$ cat src/rtl/trojan_activity_monitor.sv
// Runtime Trojan activity monitor: detects the a/b/cin=111 trigger run, then counts
// toggles on a tapped bus over a fixed window and raises a sticky alarm on excess activity.
module trojan_activity_monitor #(
    parameter int WIDTH    = 16,
    parameter int TRIG_LEN = 6,
    parameter int WINDOW   = 50,
    parameter int THRESH   = 5,
    parameter int CW       = $clog2(WINDOW + 1)
) (
    input  logic             clk,
    input  logic             rst_n,
    input  logic             en,
    input  logic             a,
    input  logic             b,
    input  logic             cin,
    input  logic [WIDTH-1:0] obs_bus,
    input  logic             alarm_clr,
    output logic             alarm,
    output logic             trig_seen,
    output logic             window_done,
    output logic [CW-1:0]    toggle_cnt,
    output logic [1:0]       state
);

    localparam int RW = (TRIG_LEN > 1) ? $clog2(TRIG_LEN) : 1;
    localparam int WW = (WINDOW > 1) ? $clog2(WINDOW) : 1;

    localparam logic [RW-1:0] RUN_LAST = RW'(TRIG_LEN - 1);
    localparam logic [WW-1:0] WIN_LAST = WW'(WINDOW - 1);
    localparam logic [CW-1:0] CNT_MAX  = '1;

    typedef enum logic [1:0] {
        IDLE   = 2'd0,
        ARMED  = 2'd1,
        WINDOW_ST = 2'd2,
        ALARM  = 2'd3
    } state_t;

    state_t          r_state;
    logic [RW-1:0]   r_run_cnt;
    logic [WW-1:0]   r_win_cnt;
    logic [WIDTH-1:0] r_prev;
    logic [CW-1:0]   r_toggle_cnt;
    logic            r_alarm;
    logic            r_trig_seen;
    logic            r_window_done;

    state_t          w_state_nxt;
    logic [RW-1:0]   w_run_nxt;
    logic [WW-1:0]   w_win_nxt;
    logic [WIDTH-1:0] w_prev_nxt;
    logic [CW-1:0]   w_toggle_nxt;
    logic            w_alarm_nxt;
    logic            w_trig_nxt;
    logic            w_window_done_nxt;

    logic            w_trig_hit;
    logic            w_bus_changed;
    logic [CW-1:0]   w_tog_upd;

    assign w_trig_hit    = a & b & cin;
    assign w_bus_changed = (obs_bus != r_prev);

    // Toggle count including this cycle's change, saturating at the counter's maximum.
    assign w_tog_upd = (w_bus_changed && (r_toggle_cnt != CNT_MAX))
                       ? r_toggle_cnt + CW'(1) : r_toggle_cnt;

    always_ff @(posedge clk or negedge rst_n) begin
        if (!rst_n) begin
            r_state       <= IDLE;
            r_run_cnt     <= '0;
            r_win_cnt     <= '0;
            r_prev        <= '0;
            r_toggle_cnt  <= '0;
            r_alarm       <= 1'b0;
            r_trig_seen   <= 1'b0;
            r_window_done <= 1'b0;
        end else begin
            r_state       <= w_state_nxt;
            r_run_cnt     <= w_run_nxt;
            r_win_cnt     <= w_win_nxt;
            r_prev        <= w_prev_nxt;
            r_toggle_cnt  <= w_toggle_nxt;
            r_alarm       <= w_alarm_nxt;
            r_trig_seen   <= w_trig_nxt;
            r_window_done <= w_window_done_nxt;
        end
    end

    always_comb begin
        w_state_nxt       = r_state;
        w_run_nxt         = r_run_cnt;
        w_win_nxt         = r_win_cnt;
        w_prev_nxt        = r_prev;
        w_toggle_nxt      = r_toggle_cnt;
        w_alarm_nxt       = r_alarm;
        w_trig_nxt        = r_trig_seen;
        w_window_done_nxt = 1'b0;

        if (alarm_clr) begin
            // Clear outranks everything, including a coincident window-end decision.
            w_run_nxt    = '0;
            w_win_nxt    = '0;
            w_toggle_nxt = '0;
            w_trig_nxt   = 1'b0;
            w_alarm_nxt  = 1'b0;
            w_state_nxt  = en ? ARMED : IDLE;
        end else begin
            case (r_state)
                IDLE: begin
                    w_run_nxt    = '0;
                    w_win_nxt    = '0;
                    w_toggle_nxt = '0;
                    w_trig_nxt   = 1'b0;
                    w_alarm_nxt  = 1'b0;
                    if (en) begin
                        w_state_nxt = ARMED;
                    end
                end

                ARMED: begin
                    if (!en) begin
                        w_run_nxt    = '0;
                        w_win_nxt    = '0;
                        w_toggle_nxt = '0;
                        w_trig_nxt   = 1'b0;
                        w_state_nxt  = IDLE;
                    end else if (w_trig_hit) begin
                        if (r_run_cnt == RUN_LAST) begin
                            w_state_nxt  = WINDOW_ST;
                            w_trig_nxt   = 1'b1;
                            w_prev_nxt   = obs_bus;
                            w_toggle_nxt = '0;
                            w_win_nxt    = '0;
                            w_run_nxt    = '0;
                        end else begin
                            w_run_nxt = r_run_cnt + RW'(1);
                        end
                    end else begin
                        w_run_nxt = '0;
                    end
                end

                WINDOW_ST: begin
                    if (!en) begin
                        w_run_nxt    = '0;
                        w_win_nxt    = '0;
                        w_toggle_nxt = '0;
                        w_trig_nxt   = 1'b0;
                        w_state_nxt  = IDLE;
                    end else begin
                        w_toggle_nxt = w_tog_upd;
                        w_prev_nxt   = obs_bus;
                        w_win_nxt    = r_win_cnt + WW'(1);
                        if (r_win_cnt == WIN_LAST) begin
                            w_window_done_nxt = 1'b1;
                            w_win_nxt         = '0;
                            if (int'(w_tog_upd) > THRESH) begin
                                w_state_nxt = ALARM;
                                w_alarm_nxt = 1'b1;
                            end else begin
                                w_state_nxt = ARMED;
                                w_trig_nxt  = 1'b0;
                                w_run_nxt   = '0;
                            end
                        end
                    end
                end

                ALARM: begin
                    // Sticky: en is ignored; only alarm_clr (handled above) or reset exits.
                    w_alarm_nxt = 1'b1;
                end

                default: begin
                    w_state_nxt = IDLE;
                end
            endcase
        end
    end

    assign alarm       = r_alarm;
    assign trig_seen   = r_trig_seen;
    assign window_done = r_window_done;
    assign toggle_cnt  = r_toggle_cnt;
    assign state       = r_state;

endmodule
$ cat config.mk
export PLATFORM = sky130hd
export DESIGN_NAME = trojan_activity_monitor
export DESIGN_NICKNAME = d
export VERILOG_FILES = /design/src/rtl/trojan_activity_monitor.sv
export SDC_FILE = /design/constraint.sdc
export NUM_CORES = 1
export LEC_CHECK = 0
export BUFFER_PORTS_ARGS = -buffer_cell sky130_fd_sc_hd__buf_2
export CORE_UTILIZATION = 25
export CTS_CLUSTER_DIAMETER = 200
export DETAILED_ROUTE_END_ITERATION = 16
export PLACE_DENSITY = 0.52
export SKIP_CTS_REPAIR_TIMING = 1
export SYNTH_ARGS = -nofsm -noshare
export SYNTH_HDL_FRONTEND = slang
export SYNTH_SLANG_ARGS = --single-unit
export TNS_END_PERCENT = 50
$ cat constraint.sdc
create_clock -name clk -period 5.89 [get_ports clk]
set_clock_uncertainty 0.05 [all_clocks]
set_input_delay 0.589 -clock clk [delete_from_list [all_inputs] [get_ports clk]]
set_output_delay 0.589 -clock clk [all_outputs]
set_load 0.1 [all_outputs]
==> results of run 1 <==
-- flip-flops by register name, indices dropped and copies added, names as in the netlist --
| signal | flops |
|---|---|
| alarm | 1 |
| r_prev | 16 |
| r_run_cnt | 3 |
| r_win_cnt | 6 |
| state | 2 |
| toggle_cnt | 6 |
| trig_seen | 1 |
| window_done | 1 |
-- per-layer routing --
metal	routed length, um	global-route usage	up-vias
li1	-	-	819
met1	2220	0.149	783
met2	1780	0.166	40
met3	197	0.0268	9
met4	87	0.0500	0
met5	0	0	-
-- cells in the mapped netlist (4+ instances only) --
cell type  count  area [sq um]
nand3_1        8          40.0
nor2_1        12          45.0
nand2_1       22          82.6
nand4_1        7          43.8
dfrtp_1       36           901
inv_1          5          18.8
ha_1           7          87.6
o21ai_0       21           105
nor2b_1        4          25.0
xnor2_1       16           140
mux2_2        16           180
a21oi_1        5          25.0
or3_1          4          25.0
-- area by class of cell --
cell class / count / area [sq um] / share of cell area
multi-input combinational: 160 / 1160 / 0.471
sequential: 36 / 901 / 0.366
timing repair buffer: 34 / 173 / 0.0702
tap: 102 / 128 / 0.0519
clock buffer: 5 / 68.8 / 0.0280
inverter: 5 / 18.8 / 0.00763
clock inverter: 2 / 12.5 / 0.00508
-- path summary, 6_finish.rpt --
kind | from | to | slack, ns | depth (start not counted)
min | rst_n | r_prev[9]$_DFFE_PN0P_ | 0.34 | 1
max in group asynchronous | rst_n | r_run_cnt[2]$_DFFE_PN0P_ | 4.93 | 1
max reg2reg | r_prev[10]$_DFFE_PN0P_ | r_run_cnt[0]$_DFFE_PN0P_ | 3.30 | 8
min reg2reg | r_win_cnt[5]$_DFFE_PN0P_ | r_win_cnt[5]$_DFFE_PN0P_ | 0.46 | 1
max | r_prev[10]$_DFFE_PN0P_ | r_run_cnt[0]$_DFFE_PN0P_ | 3.30 | 8
min in group clk | r_win_cnt[5]$_DFFE_PN0P_ | r_win_cnt[5]$_DFFE_PN0P_ | 0.46 | 1
-- power groups by stage --
stage	clock, uW	combinational [uW]	sequential, uW
after global routing	190	418	371
after detailed placement	0	381	366
after CTS	180	382	361
after global placement	0	381	364
after floorplan	0	245	421
final	172	378	360
-- logic make-up after synthesis --
logic type               after synthesis  share of synthesized area
XOR/XNOR                              16                     0.0671
flip-flops                            36                      0.431
adder cells (fa/ha/maj)                7                     0.0419
AO/OA/AOI/OAI                         48                      0.168
buffers and inverters                  7                     0.0132
multiplexers                          17                     0.0935
AND/OR/NAND/NOR                       72                      0.185
-- per-stage QoR --
step	power [uW]	cells
2_1_floorplan	666	203
3_5_place_dp	748	337
3_3_place_gp	745	337
4_1_cts	923	344
5_1_grt	980	344
6_report	910	344
==> impl_metrics.tcl, run 1 <==
set metrics [dict create \
    hp-class "input port to asynchronous set/reset pin" \
    design_area_sq_mm 0.00246 \
    avgViaCountPerCell 4.80 \
    p_sw_frac 0.386 \
    dp_hpwl_um 3180 \
    crit_type "flop to flop" \
    cts_buffers 5 \
    cp_top_family "simple AND/OR/NAND/NOR gates" \
    wl_per_cell_um 12.4 \
    status "completed" \
    fill_cells 810 \
    syn_area_sq_mm 0.00209 \
    ant_nets 0 \
    synth_cell_types 41 \
    power.density_mw_per_mm2 370 \
    comb_power_share 0.415 \
    grt_setup_unrepaired "false" \
    dr.pass1.iters 4 \
    drive_above_1_share 0.285 \
    hold_ws_ns 0.337 \
    power_leakage_uw 0.00104 \
    cts_max_path_buffers 2 \
    die_h_um 93.4 \
    path_cells "xnor2_1, nand4_1, nor4_4, o21ai_0, a221o_1, nand2_4, o31a_4, mux2_4" \
    clk_pin_slew_worst_paths_ns 0.08 \
    core_area_sq_mm 0.00789 \
    min_period_ns 2.59 \
    ios 34 \
    yosysSeqAreaShare 0.431 \
    place_area_sq_mm 0.00238 \
    arrival_ns 2.73 \
    pwr-share-seq 0.395 \
    pre_cts_ws_ns 2.96 \
    end_kind "flop" \
    slowest_delay_ns 0.54 \
    maxCapViolCount 0 \
    num_antenna_cells 0 \
    finalWirelength_um 4280 \
    gp_congestion 0.777 \
    antenna_found_initial 0 \
    worstSetupStartpointType "flop" \
    grt_max_degree 37 \
    period_share 0.440 \
    track_usage 0.110 \
    cp_data_required_time_ns 6.03 \
    fp.dieArea_sq_mm 0.00872 \
    cts_tree "yes" \
    synth_ff_type "dfrtp_1" \
    max_slew_margin 0.455 \
    syn_nets 233 \
    fmaxAchievable_mhz 385 \
    worst_slack_ns 3.30 \
    grt_pass1_vias 1614 \
    fin_nets 272 \
    worst_slew_pin_slew_ns 0.818 \
    rows 32 \
    yosys_warnings 0 \
    die_x_um 93.4 \
    avgSynthCellArea_sq_um 10.3 \
    maxSlewViolCount 0 \
    cts_sinks 36 \
    synth_edf_count 0 \
    path_buf_inv 0 \
    utilization 0.312 \
    start_util 0.265 \
    areaGrowthSynthToFinish_pct 17.9 \
    p_sw_uw 351 \
    cp_max_fo 10 \
    clockPowerShare 0.189 \
    cp_slowest_cell "nor4_4" \
    ys_ff_latch 36 \
    clk-insertion-delay-late_ns 0.30 \
    final_common_cell "dfrtp_1" \
    syn_inst 203 \
    vias 1651 \
    hold_viol 0 \
    async_flop_share 1.00 \
    grt_remaining_overflow 0 \
    p_int_uw 558 \
    final_cell_mix "36 x dfrtp_1, 33 x buf_2, 22 x nand2_1" \
    portBuffers 33 \
    vdd_drop_max_mv 0.158 \
    setup_viol 0 \
    drc 0 \
    fin_tns_setup_ns 0 \
    drtIter0Drc 70 \
    grt_pass1_wl_um 7460 \
    htreeDepth 2 \
    ctsRootBufferMaster "clkbuf_8" \
]
(Power assumes the default switching activity.)
==> inputs of run 2 (changes only) <==
==> constraint.sdc (replaced) <==
create_clock -name clk -period 2.4 [get_ports clk]
set_clock_uncertainty 0.05 [all_clocks]
set_input_delay 0.24 -clock clk [delete_from_list [all_inputs] [get_ports clk]]
set_output_delay 0.24 -clock clk [all_outputs]
set_load 0.1 [all_outputs]
==> run 2 against run 1 <==
  * Die area stayed put
  * Critical endpoint unchanged
  * Register-to-register slack worse by 3.3 ns
  * Count of clock-buffer cells in the layout is 1 higher
  * Hold slack worse by 0.18 ns
  * Global-route usage is 0.80 points higher
  * Power grew to 2.5 times the previous value
  * The run now ends with setup timing left
  * Largest cell class unchanged
==> impl_metrics.tcl, run 2 (same netlist as run 1, synthesis figures left out) <==
set metrics [dict create \
    max_slew_margin 0.540 \
    cts_sinks 36 \
    wl_per_cell_um 13.4 \
    drtIter0Drc 71 \
    arrival_ns 2.54 \
    status "finished with violations" \
    place_area_sq_mm 0.00247 \
    grt_remaining_overflow 0 \
    finalWirelength_um 4850 \
    largest_reg_flops 16 \
    vdd_drop_max_mv 0.327 \
    worstSetupStartpointType "flop" \
    avgViaCountPerCell 4.83 \
    final_common_cell "buf_2" \
    startpoint "toggle_cnt[1]$_DFFE_PN0P_" \
    rr_worst_depth 9 \
    vias 1744 \
    utilization 0.341 \
    violations "setup timing" \
    crit_type "flop to flop" \
    grt_max_degree 31 \
    antenna_found_initial 0 \
    cts_tree "yes" \
    maxSlewViolCount 0 \
    cts_max_path_buffers 2 \
    dp_hpwl_um 3380 \
    num_antenna_cells 0 \
    power.density_mw_per_mm2 859 \
    fin_nets 288 \
    ios 34 \
    worst_slew_pin_slew_ns 0.690 \
    rows 32 \
    cp_data_required_time_ns 2.53 \
    hold_path_depth 2 \
    clk-insertion-delay-late_ns 0.29 \
    start_util 0.265 \
    seq_area_sq_um 921 \
    dr.pass1.iters 4 \
    fin_tns_setup_ns -0.0142 \
    pre_cts_ws_ns -0.183 \
    gp_congestion 0.743 \
    drive_above_1_share 0.398 \
    worstReg2RegStart "toggle_cnt[1]$_DFFE_PN0P_" \
    setup_viol 1 \
    worstHoldStart "obs_bus[5]" \
    fmaxAchievable_mhz 414 \
    ant_nets 0 \
    r2r_setup_slack_ns -0.01 \
    multi_input_area_sq_mm 0.00123 \
    largest_register "r_prev" \
    core_area_sq_mm 0.00789 \
    clk_pin_slew_worst_paths_ns 0.07 \
    fp.dieArea_sq_mm 0.00872 \
    final_cell_mix "33 x buf_2, 28 x dfrtp_1, 22 x nand2_1" \
    grt_pass1_wl_um 8000 \
    ctsRootBufferMaster "clkbuf_8" \
    hp-class "input port to flop" \
    die_h_um 93.4 \
    areaGrowthSynthToFinish_pct 28.9 \
    drc 0 \
    htreeDepth 2 \
    power_uw 2310 \
    die_x_um 93.4 \
    portBuffers 33 \
    track_usage 0.118 \
    period_share 1.01 \
    grt_setup_unrepaired "true" \
    min_period_ns 2.41 \
    cts_buffers 5 \
    grt_pass1_vias 1652 \
    power_leakage_uw 0.00113 \
    hold_viol 0 \
    fill_cells 783 \
    design_area_sq_mm 0.00269 \
    cp_max_fo 4 \
    end_kind "flop" \
    worst_slack_ns -0.0142 \
    maxCapViolCount 0 \
]
run 2: changes by cell type in the layout (fill, tap and decap cells not counted), moves of 3 or more:
cell,previous run,this run
dfrtp_1,36,28
buf_4,1,15
o21ai_2,0,3
o21ai_0,21,18
dfrtp_2,0,4
dfrtp_4,0,4
run 2: routing by layer:
layer  vias up  share of wire  wire [um]  track usage
met4         0         0.0082         40       0.0372
li1        852              -          -            -
met3         4          0.032        155       0.0325
met1       855           0.50       2420        0.164
met2        33           0.46       2240        0.178
met5         -              0          0            0
run 2: path summary, 6_finish.rpt:
kind | to
worst min-delay path | r_prev[5]$_DFFE_PN0P_
worst max-delay path | r_run_cnt[0]$_DFFE_PN0P_
max in group asynchronous | r_win_cnt[1]$_DFFE_PN0P_
worst min register to register | r_win_cnt[5]$_DFFE_PN0P_
min in group asynchronous | r_prev[3]$_DFFE_PN0P_
worst max register to register | r_run_cnt[0]$_DFFE_PN0P_
run 2: through the flow:
stage               hold WS, ns  instances
detailed placement        0.279        344
CTS                     -0.0392        352
global route              0.142        361
finish                    0.157        361
floorplan                -0.106        203
global placement          0.282        344
run 2: critical path, stage by stage, from the launching register on:
cell,delay [ns]
dfrtp_4,0.50
ha_4,0.18
nand3_4,0.09
nor2b_4,0.15
o21ai_2,0.07
or3_4,0.38
a22oi_4,0.23
nand2_4,0.07
o31a_4,0.30
mux2_4,0.30
run 2: cell type report:
cell class,count,share of cell area
tap,102,0.0474
timing repair buffer,50,0.111
inverter,5,0.00697
clock buffer,6,0.0307
sequential,36,0.342
multi-input combinational,160,0.458
clock inverter,2,0.00372
run 2: power by group:
part	total, uW	leakage [uW]	internal [uW]	switching [uW]
Sequential	893	0.000451	781	111
Combinational	971	0.000631	420	551
Clock	449	0.0000510	229	220
Total	2310	0.00113	1430	883
